$ cat src/rtl/mc_ctrl.sv
// Multi-cycle main controller for the MIPS core: sequences FETCH/DECODE/EXEC/MEM/WB,
// drives datapath controls and counts retired instructions.
module mc_ctrl #(
    parameter int unsigned CNT_W = 32
) (
    input  logic             clk,
    input  logic             reset,
    input  logic [31:0]      instr,
    input  logic             cmp,
    output logic [2:0]       nPC_sel,
    output logic             pc_we,
    output logic             ir_we,
    output logic             reg_we,
    output logic [1:0]       reg_dst,
    output logic             alu_src,
    output logic [1:0]       alu_op,
    output logic             ext_op,
    output logic             mem_we,
    output logic [1:0]       wd_sel,
    output logic [2:0]       state,
    output logic [CNT_W-1:0] retired
);

    typedef enum logic [2:0] {
        StFetch  = 3'd0,
        StDecode = 3'd1,
        StExec   = 3'd2,
        StMem    = 3'd3,
        StWb     = 3'd4
    } state_t;

    typedef enum logic [3:0] {
        OpNop, OpAddu, OpSubu, OpJr, OpOri, OpLui, OpLw, OpSw, OpBeq, OpJ, OpJal
    } op_t;

    state_t           r_state, w_state_d;
    logic [CNT_W-1:0] r_retired;
    op_t              w_op;
    logic             w_pc_we, w_ir_we, w_reg_we, w_mem_we;

    // cmp is consumed by the fetch unit; the middle instruction bits only feed the datapath
    logic w_unused_bits;
    assign w_unused_bits = ^{cmp, instr[25:6]};

    always_comb begin
        w_op = OpNop;
        case (instr[31:26])
            6'b000000: begin
                case (instr[5:0])
                    6'b100001: w_op = OpAddu;
                    6'b100011: w_op = OpSubu;
                    6'b001000: w_op = OpJr;
                    default:   w_op = OpNop;
                endcase
            end
            6'b001101: w_op = OpOri;
            6'b001111: w_op = OpLui;
            6'b100011: w_op = OpLw;
            6'b101011: w_op = OpSw;
            6'b000100: w_op = OpBeq;
            6'b000010: w_op = OpJ;
            6'b000011: w_op = OpJal;
            default:   w_op = OpNop;
        endcase
    end

    always_comb begin
        w_state_d = StFetch;
        w_pc_we   = 1'b0;
        w_ir_we   = 1'b0;
        w_reg_we  = 1'b0;
        w_mem_we  = 1'b0;
        nPC_sel   = 3'd0;
        reg_dst   = 2'd0;
        alu_src   = 1'b0;
        alu_op    = 2'd0;
        ext_op    = 1'b0;
        wd_sel    = 2'd0;
        case (r_state)
            StFetch: begin
                w_ir_we   = 1'b1;
                w_state_d = StDecode;
            end
            StDecode: begin
                case (w_op)
                    OpJ: begin
                        w_pc_we = 1'b1;
                        nPC_sel = 3'd3;
                    end
                    OpJr: begin
                        w_pc_we = 1'b1;
                        nPC_sel = 3'd2;
                    end
                    OpNop:   w_pc_we   = 1'b1;
                    OpJal:   w_state_d = StWb;
                    default: w_state_d = StExec;
                endcase
            end
            StExec: begin
                case (w_op)
                    OpAddu: w_state_d = StWb;
                    OpSubu: begin
                        alu_op    = 2'd1;
                        w_state_d = StWb;
                    end
                    OpOri: begin
                        alu_src   = 1'b1;
                        alu_op    = 2'd2;
                        w_state_d = StWb;
                    end
                    OpLui: begin
                        alu_src   = 1'b1;
                        alu_op    = 2'd3;
                        w_state_d = StWb;
                    end
                    OpLw, OpSw: begin
                        alu_src   = 1'b1;
                        ext_op    = 1'b1;
                        w_state_d = StMem;
                    end
                    OpBeq: begin
                        alu_op  = 2'd1;
                        ext_op  = 1'b1;
                        w_pc_we = 1'b1;
                        nPC_sel = 3'd1;
                    end
                    default: ;
                endcase
            end
            StMem: begin
                if (w_op == OpLw) begin
                    alu_src   = 1'b1;
                    ext_op    = 1'b1;
                    w_state_d = StWb;
                end else if (w_op == OpSw) begin
                    w_mem_we = 1'b1;
                    w_pc_we  = 1'b1;
                end
            end
            StWb: begin
                w_reg_we = 1'b1;
                w_pc_we  = 1'b1;
                case (w_op)
                    OpAddu, OpSubu: reg_dst = 2'd1;
                    OpLw:           wd_sel  = 2'd1;
                    OpJal: begin
                        reg_dst = 2'd2;
                        wd_sel  = 2'd2;
                        nPC_sel = 3'd3;
                    end
                    default: ;
                endcase
            end
            default: ;
        endcase
    end

    assign pc_we   = w_pc_we & reset;
    assign ir_we   = w_ir_we & reset;
    assign reg_we  = w_reg_we & reset;
    assign mem_we  = w_mem_we & reset;
    assign state   = r_state;
    assign retired = r_retired;

    always_ff @(posedge clk) begin
        if (!reset) begin
            r_state   <= StFetch;
            r_retired <= '0;
        end else begin
            r_state <= w_state_d;
            if (w_pc_we) begin
                r_retired <= r_retired + CNT_W'(1);
            end
        end
    end

endmodule

$ cat config.mk
export PLATFORM = sky130hd
export DESIGN_NAME = mc_ctrl
export DESIGN_NICKNAME = d
export VERILOG_FILES = /design/src/rtl/mc_ctrl.sv
export SDC_FILE = /design/constraint.sdc
export NUM_CORES = 1
export LEC_CHECK = 0
export ABC_AREA = 1
export CAP_MARGIN = 40
export CORE_AREA = 2 2 69 71
export CTS_CLUSTER_DIAMETER = 200
export DETAILED_ROUTE_END_ITERATION = 16
export DIE_AREA = 0 0 71 73
export DONT_BUFFER_PORTS = 1
export MAX_ROUTING_LAYER = met4
export PLACE_DENSITY = 0.73
export REMOVE_ABC_BUFFERS = 1
export SYNTH_ARGS = -nofsm -noshare
export SYNTH_HDL_FRONTEND = slang
export SYNTH_SLANG_ARGS = --single-unit
$ cat constraint.sdc
create_clock -name clk -period 2.2 [get_ports clk]
set_clock_uncertainty 0.05 [all_clocks]
set_input_delay 0.44 -clock clk [delete_from_list [all_inputs] [get_ports clk]]
set_output_delay 0.44 -clock clk [all_outputs]
set_load 0.02 [all_outputs]
==> flow_summary_export.csv, run 1 <==
group,metric,value,unit
routing,drt_iter0_markers,268,
pwr,cellPowerDensity,456,nW/µm²
routing,vias_per_cell,5.67,
synth,postSynthCellCount,401,
hold_path,min_from,"instr[27]",
die,die_w,71,µm
cells_and_area,final_area,3010,µm²
hold_path,worst_hold_path_type,"in2reg",
clock_tree,holdBufCountCts,0,
worst_setup_path,crit_slowest_cell,"dfxtp_2",
routing,routed_wl,7070,µm
global_routing,grt_util_all_layers,0.286,
die,rows,25,
routing,drc,0,
synth,synth_warnings,0,
cells_and_area,diodes,0,
global_routing,grt-ovfl-total,0,
synth,synth_top_area_cell,"dfxtp_1",
clock_tree,cts.htree.levels,2,
die,die_area,5180,µm²
worst_setup_path,regToRegStartpoint,"retired[1]",
global_routing,grt_max_degree,34,
clock_tree,clkSinkCount,35,
cells_and_area,syn_to_final_growth,16.8,%
clock_tree,clock_path_buffers,2,
synth,ys_seq_elements,35,
synth,ys_seq_area_frac,0.272,
worst_setup_path,cp_max_fo,4,
hold_path,holdPathStages,3,
place,gp_congestion,0.937,
timing,finalHoldViolCount,0,
die,initial_utilization,0.569,
global_routing,antenna_found_initial,0,
worst_setup_path,worstPathCellList,"inv_1 > nor3_2 > nand4_1 > nand2_1 > inv_2 > a21oi_1 > buf_4",
worst_setup_path,criticalPathCategory,"reg2out",
cells_and_area,most-common-layout-cells,"nand2_1 (96), nand3_1 (48), buf_4 (42)",
routing,vias,2771,
place,placed_cells,481,
synth,async_reset_ff_frac,0,
routing,drt_first_pass_iters,5,
clock_tree,tritoncts,"done",
routing,wl_per_cell,14.4,µm
synth,synth_edf_count,0,
run,maxCapViolations,0,
global_routing,grt_pass1_wl,11600,µm
timing,holdWs,0.440,ns
cells_and_area,final_util,0.664,
timing,fmax,481,MHz
synth,synthTopCellsByArea,"dfxtp_1 (27%), nand2_1 (15%), nand3_1 (9.7%), a21oi_1 (7.0%), nor2_1 (6.3%)",
worst_setup_path,worst_path_largest_cell_delay,0.39,ns
cells_and_area,final_layout_size_suffix_gt1_frac,0.191,
die,core_area,4540,µm²
worst_setup_path,r2r_setup_slack,0.13,ns
timing,drv_slew,0,
worst_setup_path,worstReg2RegEnd,"retired[10]",
clock_tree,clkTransAtPathRegs,0.07,ns
timing,setup_tns,0,ns
worst_setup_path,end_kind,"output port",
place,hpwl,5200,µm
hold_path,min_to,"state[1]",
pwr,p_leak,1.23,nW
clock_tree,worstSkewPairLatency,0.28,ns
pwr,peakVddDrop,0.000276,V
worst_setup_path,reg2reg_depth,8,
worst_setup_path,crit_arrival,1.59,ns
synth,synth_cell_types,31,
cells_and_area,fill_cells,418,
place,place_area,2840,µm²
die,io_pins,85,
cells_and_area,final_common_cell,"nand2_1",
synth,synthesis.area,2580,µm²
die,die_h,73,µm
clock_tree,cts_buffers,5,
synth,yosys.area.top_type_share,0.272,
worst_setup_path,crit_path_start_kind,"flop",
routing,ant_nets,0,
timing,setup_viol,0,
timing,fin_crit,2.08,ns
synth,synthFlopType,"dfxtp_1",
outcome,outcome,"finished clean",
synth,syn_avg_cell_area,6.43,µm²
clock_tree,cts_root_buf,"clkbuf_8",
place,numPortBuffers,0,
timing,min_period_over_period,0.945,
global_routing,grt_pass1_vias,2486,
worst_setup_path,critical_path_required,1.71,ns
cells_and_area,nets,471,
cells_and_area,instances_no_fill,489,
kinds of logic after synthesis:
kind of cell    count (synthesis)  synth area share
simple gates                  248             0.453
buf+inv                        47            0.0893
other cells                     1           0.00145
fa+ha+maj                       1           0.00485
flops                          35             0.272
compound gates                 39            0.0776
xor+xnor                       30             0.102
what timing repair did:
| item | CTS | global route |
|---|---|---|
| setup endpoints to repair | 0 | 9 |
| hold endpoints to repair | 0 | 0 |
| setup buffers | 0 | 1 |
| gates resized for setup | 0 | 18 |
Yosys cell counts (4+ instances only):
cell      count
nand4_1      13
nor2_1       43
xor2_1       17
xnor2_1      13
clkbuf_1      4
inv_2         5
a21oi_1      36
inv_1        26
buf_6         6
nand3_2       5
nor2_2        4
nand3_1      50
nand2_1     100
dfxtp_1      35
nor4_1        7
nor3_1       15
buf_2         4
per-stage QoR:
stage / power [W] / worst slack (ns)
floorplan: 0.000764 / -0.0594
detailed placement: 0.000815 / 0.00582
finish: 0.00137 / 0.122
global placement: 0.000814 / 0.0637
global route: 0.00143 / -0.000959
CTS: 0.00138 / 0.0596
report_power, final:
group	switching [W]	leakage [nW]	total, W	internal (W)
Combinational	0.000114	0.898	0.000163	0.0000490
Clock	0.000233	0.0513	0.000565	0.000332
Sequential	0.00000720	0.283	0.000646	0.000639
worst max-delay path by stage:
stage	start	end	slack (ns)	depth (start not counted)
2_1_floorplan	instr[29]	pc_we	-0.06	9
3_5_place_dp	instr[29]	retired[22]	0.006	12
4_1_cts	state[0]	pc_we	0.06	7
5_1_grt	state[2]	pc_we	-0.001	8
6_report	state[0]	pc_we	0.12	7
3_3_place_gp	instr[31]	retired[28]	0.06	12
per-layer routing:
layer | vias to the layer above | track usage | wire length [µm]
met5 | - | - | 0
met3 | 12 | 0.0732 | 521
li1 | 1400 | - | -
met1 | 1264 | 0.356 | 3050
met4 | 0 | 0.0881 | 118
met2 | 95 | 0.457 | 3380
registers in the layout (all words and copies together) (netlist names):
register,count
state,3
retired,32
critical path: cells and delay by family, from the launching register on:
family	cells	cell delay [ns]
DFF	1	0.39
and+or+nand+nor	3	0.48
buffers and inverters	3	0.29
AOI/OAI and AO/OA	1	0.14
layout make-up:
class	instances	area [µm²]	share of cell area
clock buffer	6	72.6	0.0241
multi-input combinational	319	1700	0.565
tap	54	67.6	0.0224
sequential	35	703	0.233
inverter	32	120	0.0399
timing repair buffer	42	315	0.105
clock inverter	1	30.0	0.00997
(Power assumes the default switching activity.)
==> run 2, diff against run 1 <==
CTS_CLUSTER_DIAMETER = 100   (was 200)
PLACE_DENSITY = default   (was 0.73)
PLACE_DENSITY_LB_ADDON = 0.08   (was default)
==> flow_summary_export.csv, run 2 (same netlist as run 1, synthesis figures left out) <==
group,metric,value,unit
outcome,outcome,"finished clean",
clock_tree,cts.htree.levels,2,
die,io_pins,85,
routing,drt_iter0_markers,158,
cells_and_area,diodes,0,
cells_and_area,final_layout_size_suffix_gt1_frac,0.185,
global_routing,grt-ovfl-total,0,
die,initial_utilization,0.569,
clock_tree,tritoncts,"done",
cells_and_area,nets,472,
routing,vias_per_cell,5.59,
routing,wl_per_cell,14.1,µm
worst_setup_path,critical_path_required,1.71,ns
die,core_area,4540,µm²
timing,finalHoldViolCount,0,
routing,drc,0,
pwr,peakVddDrop,0.000319,V
cells_and_area,final_common_cell,"nand2_1",
place,numPortBuffers,0,
cells_and_area,largest_register_ff_count,32,
die,die_h,73,µm
die,die_area,5180,µm²
timing,setup_viol,0,
place,preCtsSetupSlack,0.0397,ns
worst_setup_path,criticalPathCategory,"in2out",
clock_tree,post_cts_buffers,0,
global_routing,grt_max_degree,34,
clock_tree,cts_buffers,5,
cells_and_area,most-common-layout-cells,"nand2_1 (98), nand3_1 (49), buf_4 (43)",
global_routing,grt_util_all_layers,0.276,
clock_tree,clkSinkCount,35,
worst_setup_path,end_kind,"output port",
worst_setup_path,crit_arrival,1.60,ns
routing,ant_nets,0,
hold_path,worst_hold_path_type,"in2reg",
place,gp_congestion,0.974,
worst_setup_path,crit_path_start_kind,"input pin",
timing,setup_slack,0.110,ns
cells_and_area,syn_to_final_growth,16.3,%
timing,drv_slew,0,
timing,min_period_over_period,0.950,
clock_tree,clock_path_buffers,2,
cells_and_area,final_util,0.661,
global_routing,grt_pass1_vias,2414,
timing,fin_crit,2.09,ns
routing,drt_first_pass_iters,5,
die,die_w,71,µm
pwr,cellPowerDensity,466,nW/µm²
cells_and_area,ff_latch_area,702,µm²
die,rows,25,
timing,grt_setup_unrepaired,"yes",
clock_tree,clkTransAtPathRegs,0.08,ns
routing,vias,2747,
routing,routed_wl,6910,µm
pwr,p_leak,1.24,nW
clock_tree,cts_root_buf,"clkbuf_8",
clock_tree,worstSkewPairLatency,0.29,ns
run,maxCapViolations,0,
global_routing,antenna_found_initial,0,
cells_and_area,fill_cells,425,
worst_setup_path,cp_max_fo,5,
place,hpwl,5260,µm
timing,holdWs,0.415,ns
global_routing,grt_pass1_wl,11300,µm
cells_and_area,multi_input_area,1670,µm²
timing,fmax,478,MHz
[run 2: final timing paths]
kind / start / to / slack, ns / depth (start not counted)
setup / recovery: instr[31] / pc_we / 0.11 / 11
hold / removal: reset / state[1] / 0.42 / 4
setup reg to reg: retired[1] / retired[26] / 0.23 / 9
hold reg to reg: retired[1] / retired[1] / 0.50 / 2
[run 2: final cells by class]
cell class | count | share of cell area
Sequential cell | 35 | 0.234
Tap cell | 54 | 0.0225
Timing Repair Buffer | 43 | 0.108
Multi-Input combinational cell | 319 | 0.558
Clock inverter | 3 | 0.0146
Inverter | 32 | 0.0401
Clock buffer | 5 | 0.0230
[run 2: what timing repair did]
action | in CTS | in global routing
hold buffers | 0 | 0
endpoints found under the hold margin | 0 | 0
setup endpoints to repair | 0 | 8
gates resized for setup | 0 | 10
[run 2: metrics by stage]
stage	TNS (ns)	power, W	instance area, µm²	instances
3_3_place_gp	0	0.000817	2860	483
5_1_grt	-0.0377	0.00145	3000	491
6_report	0	0.00140	3000	491
3_5_place_dp	0	0.000818	2860	483
4_1_cts	0	0.00140	2970	491
2_1_floorplan	-0.0594	0.000764	2470	386
[run 2: per-layer routing]
layer	up-vias	share of wire	global-route usage
met1	1275	0.46	0.372
met4	0	0.0059	0.0503
met2	70	0.48	0.439
met5	-	0	-
li1	1398	-	-
met3	4	0.060	0.0525
[run 2: power by group]
part           internal (W)  leakage [nW]  switching, W  total (W)
sequential         0.000638         0.283    0.00000550   0.000644
clock              0.000338        0.0581      0.000253   0.000591
combinational     0.0000481         0.902      0.000113   0.000162
total               0.00102          1.24      0.000372    0.00140
[run 2: critical path, cell delays in order]
cell and delay [ns]:
inv_1 0.03, nand2_1 0.11, nor2_2 0.08, nand2_1 0.06
nand2_1 0.13, nor2_4 0.18, nand3_2 0.11, nand3_2 0.12
nand2_4 0.06, a21oi_1 0.13, buf_4 0.16
